File: config.mk
export PLATFORM = sky130hd
export DESIGN_NAME = fetch_unit
export DESIGN_NICKNAME = d
export VERILOG_FILES = /design/src/rtl/fetch_unit_pkg.sv /design/src/rtl/fetch_unit_target_lut.sv /design/src/rtl/fetch_unit.sv
export SDC_FILE = /design/constraint.sdc
export NUM_CORES = 1
export LEC_CHECK = 0
export ABC_AREA = 1
export CORE_MARGIN = 4
export CORE_UTILIZATION = 40
export CTS_CLUSTER_SIZE = 40
export DETAILED_ROUTE_END_ITERATION = 7
export PLACE_DENSITY = 0.73
export SKIP_LAST_GASP = 1
export SLEW_MARGIN = 20
export SYNTH_ARGS = -nofsm -noshare
export SYNTH_HDL_FRONTEND = slang
export SYNTH_SLANG_ARGS = --single-unit
File: constraint.sdc
create_clock -name Clk -period 3.1 [get_ports Clk]
set_input_delay 0.465 -clock Clk [delete_from_list [all_inputs] [get_ports Clk]]
set_output_delay 0.465 -clock Clk [all_outputs]
set_load 0.02 [all_outputs]
File: src/rtl/fetch_unit_pkg.sv
// rtl/fetch_unit_pkg.sv - shared fetch FSM state type and jump/branch target tables
package fetch_unit_pkg;

   typedef enum logic [1:0] {
      ST_IDLE   = 2'd0,
      ST_RUN    = 2'd1,
      ST_HALTED = 2'd2
   } fetch_state_e;

   // Table entries are stored at the native 10-bit PC width; target_lut resizes them.
   localparam int LUT_W = 10;

   function automatic logic [LUT_W-1:0] jump_lut(input logic [4:0] idx);
      logic [LUT_W-1:0] tgt;
      case (idx)
         5'd0:    tgt = 10'd0;
         5'd1:    tgt = 10'd16;
         5'd2:    tgt = 10'd48;
         5'd3:    tgt = 10'd100;
         5'd4:    tgt = 10'd128;
         5'd5:    tgt = 10'd200;
         5'd6:    tgt = 10'd256;
         5'd7:    tgt = 10'd300;
         default: tgt = {idx, 5'd0};
      endcase
      return tgt;
   endfunction

   function automatic logic signed [LUT_W-1:0] br_ofs(input logic [2:0] idx);
      logic signed [LUT_W-1:0] ofs;
      case (idx)
         3'd0:    ofs = 10'sd2;
         3'd1:    ofs = -10'sd4;
         3'd2:    ofs = 10'sd6;
         3'd3:    ofs = -10'sd1;
         3'd4:    ofs = 10'sd8;
         3'd5:    ofs = -10'sd8;
         3'd6:    ofs = 10'sd16;
         default: ofs = -10'sd16;
      endcase
      return ofs;
   endfunction

endpackage

File: src/rtl/fetch_unit_target_lut.sv
// rtl/fetch_unit_target_lut.sv - combinational Imm to jump target / branch offset lookup
module target_lut
   import fetch_unit_pkg::*;
#(
   parameter int PW = 10
) (
   input  logic [4:0]    imm,
   output logic [PW-1:0] jump_target,
   output logic [PW-1:0] branch_ofs
);

   logic [LUT_W-1:0]        jump_raw;
   logic signed [LUT_W-1:0] ofs_raw;

   always_comb begin
      jump_raw    = jump_lut(imm);
      ofs_raw     = br_ofs(imm[2:0]);
      // Signed source so widening to PW sign-extends the offset.
      jump_target = PW'(jump_raw);
      branch_ofs  = PW'(ofs_raw);
   end

endmodule

File: src/rtl/fetch_unit.sv
// rtl/fetch_unit.sv - program counter, start/halt sequencing and retired-instruction count
module fetch_unit
   import fetch_unit_pkg::*;
#(
   parameter int PW = 10,
   parameter int CW = 16
) (
   input  logic          Clk,
   input  logic          Reset,
   input  logic          Start,
   input  logic [PW-1:0] StartAddr,
   input  logic          Jump,
   input  logic          BranchEn,
   input  logic          BranchTaken,
   input  logic [4:0]    Imm,
   input  logic          Halt,
   input  logic          Stall,
   output logic [PW-1:0] ProgCtr,
   output logic          Running,
   output logic          Done,
   output logic [CW-1:0] InstrCount
);

   fetch_state_e  state_q, state_d;
   logic [PW-1:0] pc_q, pc_d;
   logic [CW-1:0] cnt_q, cnt_d;
   logic [PW-1:0] jump_target;
   logic [PW-1:0] branch_ofs;

   target_lut #(.PW(PW)) u_target_lut (
      .imm         (Imm),
      .jump_target (jump_target),
      .branch_ofs  (branch_ofs)
   );

   always_comb begin
      state_d = state_q;
      pc_d    = pc_q;
      cnt_d   = cnt_q;
      case (state_q)
         ST_IDLE, ST_HALTED: begin
            if (Start) begin
               state_d = ST_RUN;
               pc_d    = StartAddr;
               cnt_d   = '0;
            end
         end
         ST_RUN: begin
            // A stalled cycle retires nothing, but HALT retires even if stalled.
            if ((Halt || !Stall) && (cnt_q != {CW{1'b1}})) begin
               cnt_d = cnt_q + CW'(1);
            end
            if (Halt) begin
               state_d = ST_HALTED;
            end else if (Stall) begin
               pc_d = pc_q;
            end else if (Jump) begin
               pc_d = jump_target;
            end else if (BranchEn && BranchTaken) begin
               pc_d = pc_q + PW'(1) + branch_ofs;
            end else begin
               pc_d = pc_q + PW'(1);
            end
         end
         default: begin
            state_d = ST_IDLE;
         end
      endcase
   end

   always_ff @(posedge Clk) begin
      if (!Reset) begin
         state_q <= ST_IDLE;
         pc_q    <= '0;
         cnt_q   <= '0;
      end else begin
         state_q <= state_d;
         pc_q    <= pc_d;
         cnt_q   <= cnt_d;
      end
   end

   assign ProgCtr    = pc_q;
   assign InstrCount = cnt_q;
   assign Running    = (state_q == ST_RUN);
   assign Done       = (state_q == ST_HALTED);

endmodule

After elaboration in Yosys (flattened, before gate mapping)
Index checks and enable logic that the tools add are counted.

cells by class
  $add $sub $neg = 3
  equality and inequality tests = 21
  multiplexer cells = 14
  reduce and logical (&&, ||, !) cells = 12

operator list
  kind                                           count
  one-hot mux 10 bit (8 select lines)            1
  one-hot mux 10 bit (7 select lines)            1
  two-way mux 10 bit                             5
  two-way mux 16 bit                             2
  one-hot mux 16 bit (2 select lines)            1
  == test 5 x 3 -> 1 bit, second input constant  4
  one-hot mux 10 bit (2 select lines)            1
  adder 16 x 1 -> 16 bit, second input constant  1
  inequality test 16 bit, second input constant  1
  adder 10 x 1 -> 10 bit, second input constant  1
  adder 10 bit                                   1
  == test 5 x 2 -> 1 bit, second input constant  2
  == test 3 bit, second input constant           3
  inequality test 2 bit, second input constant   4
  == test 3 x 2 -> 1 bit, second input constant  2
  == test 5 x 1 -> 1 bit, second input constant  1
  zero test 5 bit                                1
  two-way mux 2 bit                              2
  one-hot mux 2 bit (2 select lines)             1
  AND reduction 4 bit                            1
  == test 3 x 1 -> 1 bit, second input constant  1
  zero test 3 bit                                1
  AND reduction 3 bit                            1
  == test 2 x 1 -> 1 bit, second input constant  1
  9 further kinds                                10

word-level totals
  register bits = 28
  input bits = 23
  output and inout bits = 28
  logic and storage cells = 53

Depth between registers and ports, before layout
Gate-level depths: netlist (run 1).

  word-level depth = 8
  gate-level depth with buffers = 20
  depth with buffers taken out = 20

Cells and area by module
Synthesis (run 1) repeated with hierarchy kept, for this count alone.

unflattened totals
  cells, all modules = 402
  area, all modules = 2494.9 sq um

modules (own cells, without submodules)
  module      times used  cells each  area each (sq um)  sequential area each (sq um)
  fetch_unit  1           361         2292.2             560.5
  target_lut  1           41          202.7              0.0

Worst setup path after synthesis (run 1)
No wires, ideal clock.

  kind = register -> register
  start = register pc_q[0] (netlist: ProgCtr[0])
  end = register pc_q[5] (netlist: ProgCtr[5])
  setup time = 0.074 ns
  arrival time = 2.392 ns
  data required time = 3.026 ns
  slack = 0.634 ns
  stages on the path, launching flop included = 16
  path buffers = 0
  clock period less this slack = 2.466 ns
  path through = dfxtp_1 ha_1 nand2_1 inv_1 nand2_1 nand2_1 inv_1 or2_2 inv_1 ha_1 a21oi_1 o21ai_0 or2_2 nand3_1 nand2_1 a31oi_1

on the way
  cells in the longest elaborated chain, start to end = 7

ends and longest elaborated chain
  element                                  RTL line                            source
  start: declaration                       fetch_unit.sv:25                    logic [PW-1:0] pc_q, pc_d;
  start signal: assignment                 fetch_unit.sv:78                    pc_q <= pc_d;
  adder 10 x 1 -> 10 bit (*)               fetch_unit.sv:60, fetch_unit.sv:62
  adder 10 bit                             fetch_unit.sv:60                    pc_d = pc_q + PW'(1) + branch_ofs;
  two-way mux 10 bit (*)                   fetch_unit.sv:59                    end else if (BranchEn && BranchTaken) begin
  two-way mux 10 bit (*)                   fetch_unit.sv:57                    end else if (Jump) begin
  two-way mux 10 bit (*)                   fetch_unit.sv:55                    end else if (Stall) begin
  two-way mux 10 bit (*)                   fetch_unit.sv:53                    if (Halt) begin
  one-hot mux 10 bit (2 select lines) (*)  fetch_unit.sv:40                    case (state_q)

Every way passes the cells marked *; elsewhere a longest branch is shown, timed or not. The select of a mux whose other input is x is not followed.
A chain may end at the register's enable or synchronous reset.

Worst setup path after layout (run 1)
  start = register pc_q[1] (netlist: ProgCtr[1])
  end = register pc_q[9] (netlist: ProgCtr[9])

Same word-level chain as after synthesis.

==> results of run 1 <==
-- power breakdown --
group	internal [mW]	leakage [nW]	total (mW)	switching, mW
logic	0.149	1.05	0.374	0.225
clock network	0.0873	0.0216	0.198	0.111
registers	0.377	0.228	0.404	0.0263
-- layout by cell type, fill, tap and decap left out, types with 5 or more instances in the layout --
cell,n
ha_1,11
a21oi_1,39
nand2_1,95
a221oi_1,5
nor2_1,50
or2_2,6
inv_1,59
nand4_1,10
nand3_1,32
clkdlybuf4s50_1,50
xor2_1,5
dfxtp_1,28
nor3_1,8
o21ai_0,18
-- metrics by stage --
stage                     setup slack (ns)   util
after floorplan                      0.634      -
after global placement               0.190  0.512
after detailed placement             0.103  0.512
after CTS                            0.383  0.519
after global routing                0.0211  0.519
final                                0.350  0.519
-- final timing paths --
check                     start  cells after the start  slack, ns             to
setup / recovery     ProgCtr[1]                     17       0.35     ProgCtr[9]
hold / removal    InstrCount[4]                      2       0.52  InstrCount[4]
setup reg to reg     ProgCtr[1]                     17       0.35     ProgCtr[9]
hold reg to reg   InstrCount[4]                      2       0.52  InstrCount[4]
-- cells in the mapped netlist, drive strengths merged --
| library cell | number |
|---|---|
| buf | 4 |
| nand2 | 100 |
| nor2 | 55 |
| a32oi | 1 |
| clkinv | 1 |
| xor2 | 5 |
| o311ai | 1 |
| o21ai | 22 |
| nor3 | 10 |
| o21bai | 1 |
| o211ai | 2 |
| clkbuf | 4 |
| nand4 | 10 |
| a22oi | 1 |
| inv | 65 |
| or2 | 7 |
| xnor2 | 3 |
| o22ai | 1 |
| a221oi | 5 |
| o211a | 1 |
| fa | 1 |
| a31oi | 2 |
| ha | 11 |
| nand3 | 33 |
| a21oi | 39 |
| dfxtp | 28 |
-- tightest hold or removal path: cells and delay by family (launching register included) --
| family | cells | cell delay [ns] |
|---|---|---|
| buffers and inverters | 1 | 0.06 |
| AO/OA/AOI/OAI | 1 | 0.06 |
| flip-flops | 1 | 0.36 |
-- cells by family (layout without fill, tap and decap cells) --
family	count (synthesis)	in the layout	synth area share
AOI/OAI and AO/OA	76	76	0.173
xor gates and xnor gates	8	8	0.0282
adders and majority gates	12	12	0.0635
buffers and inverters	74	122	0.123
DFF	28	28	0.226
and+or+nand+nor	215	215	0.386
-- per-layer routing --
layer / up-vias / GRT usage
met3: 10 / 0.0304
li1: 1449 / -
met2: 88 / 0.291
met4: 0 / 0.0326
met5: - / 0
met1: 1228 / 0.268
-- area by class of cell --
type | instances | area (um2)
Clock buffer | 3 | 41.3
Timing Repair Buffer | 53 | 523
Inverter | 66 | 255
Sequential cell | 28 | 561
Multi-Input combinational cell | 311 | 1620
Fill cell | 623 | 2870
Tap cell | 75 | 93.8
-- sequential cells by signal, summed over array words and instances (netlist names) --
register    count
InstrCount     16
ProgCtr        10
state_q         2
==> results by group, run 1 <==
Outcome
  – Status: complete, no violations

Drt
  – Met3 WL: 410 um
  – WL met1: 3.35 mm
  – Post-route DRC violation count: 0
  – Via count: 2775
  – Initial DRC count: 206
  – DR WL/cell: 13.1 um
  – Routed WL: 7.01 mm
  – Total iterations of the first detailed-routing run: 5
  – Final ANT Viol Nets: 0
  – DR vias/cell: 5.18
  – Metal2 WL: around 3.2 mm
  – Top Metal Used: met4

Die
  – Core Area: 5960 um2
  – Number of I/O pins: 51
  – Site row count: 28
  – Initial Util: 0.417
  – Die width: between 80 and 90 um
  – Die Y: a little under 90 um
  – DIE AREA: 7530 um2

Min path
  – Hold WC Path Type: register to register

Final layout
  – Final nets: 498
  – Post-Layout Cell Count: 536
  – P&R area growth vs syn: 24.4%
  – Design area: roughly 3100 um2
  – Ratio of cells with drive above 1 in the final layout: 0.0694
  – Diode count: 0

STA
  – Skew final: 0.0113 ns
  – Max Slew Vio Count: 0
  – Fin. Hold Viols: 0
  – Max_slew headroom: 0.686
  – Setup_tns: 0 ns
  – WHS: 0.515 ns
  – Tcrit/Tclk final: 0.887
  – FMAX: around 360 MHz
  – RSZ-0062 raised after global routing: false
  – Final setup viols: 0
  – Min cycle time layout: approximately 2.8 ns
  – Pin slew with the least headroom to its limit: 0.471 ns

Synthesis
  – Sequential area share after synthesis: 0.226
  – Mapped cell area: 2480 um2
  – Post-Syn Nets: roughly 450
  – Syn_area_per_cell: 6.01 um2
  – Top post-synthesis cells by area: dfxtp_1 (23%), nand2_1 (14%), inv_1 (8.9%), a21oi_1 (7.9%), nor2_1 (7.6%)
  – Synthesized instance count: between 400 and 500
  – Top cell type's share of synthesized area: 0.226
  – Synthesized flop and latch total: 28
  – Synth unique cells: 39
  – Largest area contributor in the netlist: dfxtp_1
  – Yosys warns: 0

Placed design
  – Cell count after placement: 533
  – Routability cong.: 0.946
  – Post-DP HPWL: 5.61 mm
  – Placed Area: 3050 um2
  – Buffers on Ports: 50

Worst setup path
  – CP Launch Type: register
  – Kind of critical path: register to register
  – Cell Chain, Critical Path: ha_1, nand2_1, inv_1, nand2_1, nor2_1, nand2_1, xor2_1, inv_1, ha_1, nand2_1, nand2_1, a21oi_1, nand4_1, nand3_1, nand2_1, nand3_1, a21oi_1
  – Worst path most repeated cell: nand2_1
  – Worst Path Required: 3.26 ns
  – Crit. End Element: register
  – Worst Path Arrival: 2.91 ns
  – Buf/Inv on CP: 2
  – Slowest stage cell, crit path: dfxtp_1
  – CP max FO: 5
  – Peak per-stage delay on the critical path: 0.44 ns
  – CP top delay family: simple AND/OR/NAND/NOR gates

Clock tree
  – H-tree levels: 1
  – Root Buffer: clkbuf_8
  – Reg clk slew, reported paths: 0.10 ns
  – CTS sink count: 28
  – Skew-Pair Late Insertion Delay: 0.28 ns
  – Quantity of gates resized following cts: 0
  – TritonCTS clock tree: built
  – Hold buffer count at CTS: 0
  – Post-CTS Setup Inserts: 0
  – Clock buffer depth: 2
  – CTS Buf Count: 3

Pwr
  – Tot Pwr: slightly below 1 mW
  – Static leakage power: roughly 1.3 nW
  – Power density cells: ~320 nW/um2
  – Max VDD drop: 0.181 mV

GRT
  – Global route overflow: 0
  – Vias in the first global route: ~2.5k
  – Largest net degree at the start of global routing: 20
  – Global-route wire length before repair: ~11 mm
  – Initial antenna violation count: 0
  – Gr usage total: 0.185

Flow run
  – Max-cap viol count: 0
Note: power is estimated with default switching activity, not from simulation.
==> run 2: changes to the inputs <==
Settings changed: CORE_UTILIZATION 40 to 29, PLACE_DENSITY 0.73 to 0.58.
==> results by group, run 2 (synthesized netlist as in run 1, its figures left out) <==
Final layout
  – Fill cells: 946
  – Register area: 562 um2
  – Most frequent cells in the layout: nand2_1 (95), inv_1 (59), nor2_1 (50), clkdlybuf4s50_1 (50), a21oi_1 (39)
  – Max reg flops: 16
  – Commonest non-fill, non-tap cell in the layout: nand2_1
  – Post-Layout Cell Count: 566
  – Multi-input logic area: 1620 um2
  – Diode count: 0
  – Final nets: between 400 and 500
  – Ratio of cells with drive above 1 in the final layout: 0.0716
  – P&R area growth vs syn: 26.0%

Die
  – Site row count: 33
  – Die Y: just over 100 um
  – Die width: 101 um
  – Core Area: 8260 um2
  – Initial Util: 0.301
  – Number of I/O pins: just over 50
  – DIE AREA: 10100 um2

Pwr
  – Power density cells: 313 nW/um2
  – Static leakage power: 1.30 nW
  – Max VDD drop: between 0.15 and 0.2 mV

Worst setup path
  – R2R setup slack: 0.41 ns
  – Worst r2r dst: ProgCtr[9]
  – Crit. End Element: register
  – Worst Path Required: 3.27 ns
  – CP max FO: 5
  – Peak per-stage delay on the critical path: ~0.55 ns
  – Worst R2R Path Depth: 17
  – Buf/Inv on CP: 4
  – Worst Path Arrival: around 2.9 ns
  – R2r startpoint: ProgCtr[1]
  – Slowest stage cell, crit path: clkdlybuf4s50_1
  – CP Launch Type: primary input
  – CP top delay family: buffers and inverters
  – Cell Chain, Critical Path: clkdlybuf4s50_1, inv_1, nor3_1, ha_1, inv_1, fa_1, inv_1, nand3_1, nand2_1, nand2_1, o21ai_0, or2_2, nand3_1, nand2_1, a21oi_1
  – Kind of critical path: primary input to register

Clock tree
  – Reg clk slew, reported paths: 0.10 ns
  – TritonCTS clock tree: built
  – CTS Buf Count: 3
  – Root Buffer: clkbuf_8
  – H-tree levels: 1
  – Skew-Pair Late Insertion Delay: 0.27 ns
  – CTS sink count: 28
  – Hold buffer count at CTS: 0
  – Clock buffer depth: 2

Placed design
  – Cell count after placement: between 500 and 600
  – Routability cong.: a little under 0.9
  – Post-DP HPWL: between 6 and 7 mm
  – Buffers on Ports: 50

STA
  – RSZ-0062 raised after global routing: false
  – Fin. Hold Viols: 0
  – Max Slew Vio Count: 0
  – Max_slew headroom: 0.676
  – Min cycle time layout: between 2 and 3 ns
  – Pin slew with the least headroom to its limit: 0.486 ns
  – FMAX: 368 MHz
  – Setup_tns: 0 ns
  – WHS: 0.506 ns
  – Skew final: 0.00486 ns
  – Tcrit/Tclk final: 0.876
  – Final setup viols: 0

GRT
  – Global route overflow: 0
  – Vias in the first global route: 2511
  – Initial antenna violation count: 0
  – Gr usage total: 0.149
  – Global-route wire length before repair: 12.3 mm
  – Largest net degree at the start of global routing: 20

Drt
  – Final ANT Viol Nets: 0
  – DR WL/cell: roughly 13 um
  – DR vias/cell: 4.88
  – Total iterations of the first detailed-routing run: 7
  – Via count: 2763
  – Initial DRC count: 212
  – Routed WL: 7.39 mm
  – Post-route DRC violation count: 0

Min path
  – HP Start: InstrCount[4]
  – Hold WC Path Type: register to register
  – Hold Crit Depth: 2
  – Hold endpoint: InstrCount[4]

Flow run
  – Max-cap viol count: 0

Outcome
  – Status: complete, no violations
[run 2: cell counts in the layout (fill, tap and decap cells not counted)]
No cell type changed its count.
[run 2: per-layer routing]
layer / part of all wire / GRT usage / wire, um
met5: 0 / 0 / 0
met4: 0.011 / 0.0269 / 80
met3: 0.053 / 0.0235 / 393
met2: 0.45 / 0.234 / 3300
met1: 0.49 / 0.217 / 3620
[run 2: worst max path at each step]
stage,from,to,slack [ns],depth (start not counted)
floorplan,ProgCtr[0],ProgCtr[5],0.63,15
finish,Imm[1],ProgCtr[6],0.39,15
detailed placement,Imm[1],ProgCtr[6],0.1,15
global placement,Imm[1],ProgCtr[6],0.15,15
global route,ProgCtr[1],ProgCtr[9],0.08,17
CTS,ProgCtr[1],ProgCtr[9],0.33,17
[run 2: power breakdown]
| part | internal, mW | switching [mW] | leakage, nW |
|---|---|---|---|
| Clock | 0.0873 | 0.113 | 0.0216 |
| Combinational | 0.150 | 0.227 | 1.05 |
| Sequential | 0.378 | 0.0249 | 0.229 |
[run 2: what timing repair did]
item	4_1_cts	5_1_grt
endpoints found under the hold margin	0	0
buffers inserted	0	0
endpoints found under the setup margin	0	1
resized for setup	0	1
[run 2: final cells by class]
class | count | share of cell area
Clock buffer | 3 | 0.0132
Multi-Input combinational cell | 311 | 0.517
Timing Repair Buffer | 53 | 0.167
Tap cell | 105 | 0.0420
Inverter | 66 | 0.0816
Sequential cell | 28 | 0.180
[run 2: worst register-to-register path: cells and delay by family (launching register included)]
family / cells / cell delay, ns
and+or+nand+nor: 11 / 1.17
adders and majority gates: 2 / 0.55
DFF: 1 / 0.38
xor gates and xnor gates: 1 / 0.24
buffers and inverters: 2 / 0.15
AOI/OAI and AO/OA: 1 / 0.13
[run 2: stage by stage]
step	instance area [um2]	utilization	setup slack (ns)	power [mW]
6_report	3130	0.379	0.386	0.979
5_1_grt	3130	0.379	0.0781	1.06
4_1_cts	3130	0.379	0.334	0.990
3_5_place_dp	3090	0.374	0.0973	0.786
3_3_place_gp	3090	0.374	0.149	0.784
2_1_floorplan	2480	-	0.634	0.654
==> run 3: changes to the inputs <==
Settings changed: GPL_TIMING_DRIVEN set to 0.
==> results by group, run 3 (synthesized netlist as in run 1, its figures left out) <==
Drt
  – Total iterations of the first detailed-routing run: 4
  – DR vias/cell: 4.89
  – DR WL/cell: 13.0 um
  – Post-route DRC violation count: 0
  – Via count: ~2.8k
  – Routed WL: 7.45 mm
  – Final ANT Viol Nets: 0
  – Initial DRC count: 163

Final layout
  – Commonest non-fill, non-tap cell in the layout: nand2_1
  – P&R area growth vs syn: 27.9%
  – Diode count: 0
  – Max reg flops: 16
  – Final nets: 504
  – Ratio of cells with drive above 1 in the final layout: 0.0771
  – Most frequent cells in the layout: nand2_1 (95), inv_1 (59), nor2_1 (50)
  – Post-Layout Cell Count: 572

Worst setup path
  – Slowest stage cell, crit path: clkdlybuf4s50_1
  – Cell Chain, Critical Path: clkdlybuf4s50_1, inv_1, nor3_2, ha_1, inv_1, fa_1, inv_1, nand3_1, nand2_1, nand2_1, o21ai_0, or2_2, nand3_1, nand2_1, a21oi_1
  – Crit. End Element: register
  – CP top delay family: buffers and inverters
  – Worst Path Arrival: 2.96 ns
  – CP Launch Type: primary input
  – Worst Path Required: 3.27 ns
  – Peak per-stage delay on the critical path: 0.56 ns
  – CP max FO: 5
  – Kind of critical path: primary input to register
  – Buf/Inv on CP: 4

Placed design
  – Routability cong.: 0.838
  – Post-DP HPWL: 6.06 mm
  – Buffers on Ports: 50
  – Cell count after placement: around 570

Pwr
  – Clock network fraction of design power: 0.209
  – Sw power: 0.375 mW
  – Static leakage power: 1.32 nW
  – Comb pwr share: 0.382
  – Power density cells: 313 nW/um2
  – Sw Ratio: 0.376
  – P_int: 0.621 mW
  – Reg power frac: 0.409
  – Max VDD drop: 0.174 mV

STA
  – Max Slew Vio Count: 0
  – FMAX: 358 MHz
  – Max_slew headroom: 0.636
  – Skew final: 0.00330 ns
  – Min cycle time layout: approximately 2.8 ns
  – RSZ-0062 raised after global routing: false
  – Setup_tns: 0 ns
  – Fin. Hold Viols: 0
  – Final setup viols: 0
  – Pin slew with the least headroom to its limit: roughly 0.55 ns
  – Tcrit/Tclk final: 0.902

Die
  – Die Y: roughly 100 um
  – DIE AREA: between 10000 and 15000 um2
  – Number of I/O pins: 51
  – Core Area: a little over 8000 um2
  – Initial Util: 0.301
  – Die width: 101 um
  – Site row count: 33

Clock tree
  – Reg clk slew, reported paths: 0.10 ns
  – Skew-Pair Late Insertion Delay: 0.28 ns
  – CTS Buf Count: 3
  – CTS sink count: 28
  – TritonCTS clock tree: built
  – Clock buffer depth: 2
  – Root Buffer: clkbuf_8
  – H-tree levels: 1

GRT
  – Initial antenna violation count: 0
  – Vias in the first global route: 2552
  – Global route overflow: 0
  – Global-route wire length before repair: 12.2 mm
  – Gr usage total: 0.148
  – Largest net degree at the start of global routing: 15

Min path
  – Hold WC Path Type: register to register

Flow run
  – Max-cap viol count: 0

Outcome
  – Status: complete, no violations
run 3: cell count changes in the layout (fill, tap and decap cells not counted), sizes merged:
| cell | before | now |
|---|---|---|
| buf | 3 | 5 |
| clkbuf | 3 | 7 |
| clkdlybuf4s50 | 50 | 49 |
| clkinv | 1 | 0 |
| clkinvlp | 0 | 1 |
| dlymetal6s2s | 0 | 1 |
run 3: power by group through the flow:
stage / registers (mW) / clock network (mW) / logic (mW)
after floorplan: 0.425 / 0 / 0.229
after global placement: 0.414 / 0 / 0.373
after detailed placement: 0.415 / 0 / 0.376
after CTS: 0.407 / 0.220 / 0.378
after global routing: 0.411 / 0.230 / 0.428
final: 0.407 / 0.208 / 0.380
run 3: final cells by class:
type,count,area (um2)
Fill cell,921,5080
Multi-Input combinational cell,311,1620
Sequential cell,28,561
Timing Repair Buffer,51,510
Inverter,66,259
Tap cell,105,131
Buffer,8,51.3
Clock buffer,3,41.3
run 3: repair_timing:
item | CTS | global route
hold buffers | 0 | 0
gates resized for setup | 1 | 3
endpoints found under the setup margin | 1 | 4
setup buffers | 0 | 1
run 3: metrics by stage:
step,setup slack (ns),hold WS [ns],util,area [um2],power [mW]
floorplan,0.634,0.497,-,2480,0.654
global placement,-0.352,0.498,0.377,3120,0.787
detailed placement,-0.335,0.505,0.377,3120,0.791
CTS,0.0695,0.520,0.383,3160,1.00
global route,0.0526,0.555,0.385,3180,1.07
finish,0.304,0.512,0.385,3180,0.995
run 3: final timing paths:
check | start | end | slack [ns] | cells past startpoint
worst max-delay path | Imm[1] | ProgCtr[6] | 0.30 | 15
worst min-delay path | InstrCount[4] | InstrCount[4] | 0.51 | 2
worst max register to register | ProgCtr[0] | ProgCtr[9] | 0.42 | 17
worst min register to register | InstrCount[4] | InstrCount[4] | 0.51 | 2
run 3: worst reg2reg max path, delay by kind of cell (launching register included):
kind,cells,cell delay (ns)
xor+xnor,1,0.20
flops,1,0.52
compound gates,1,0.12
simple gates,11,1.04
buf+inv,2,0.16
fa+ha+maj,2,0.58
run 3: per-layer routing:
layer	track usage	share of wire	vias to the layer above
li1	-	-	1464
met1	0.221	0.50	1274
met2	0.236	0.45	57
met3	0.0180	0.045	2
met4	0.0155	0.0042	0
met5	0	0	-
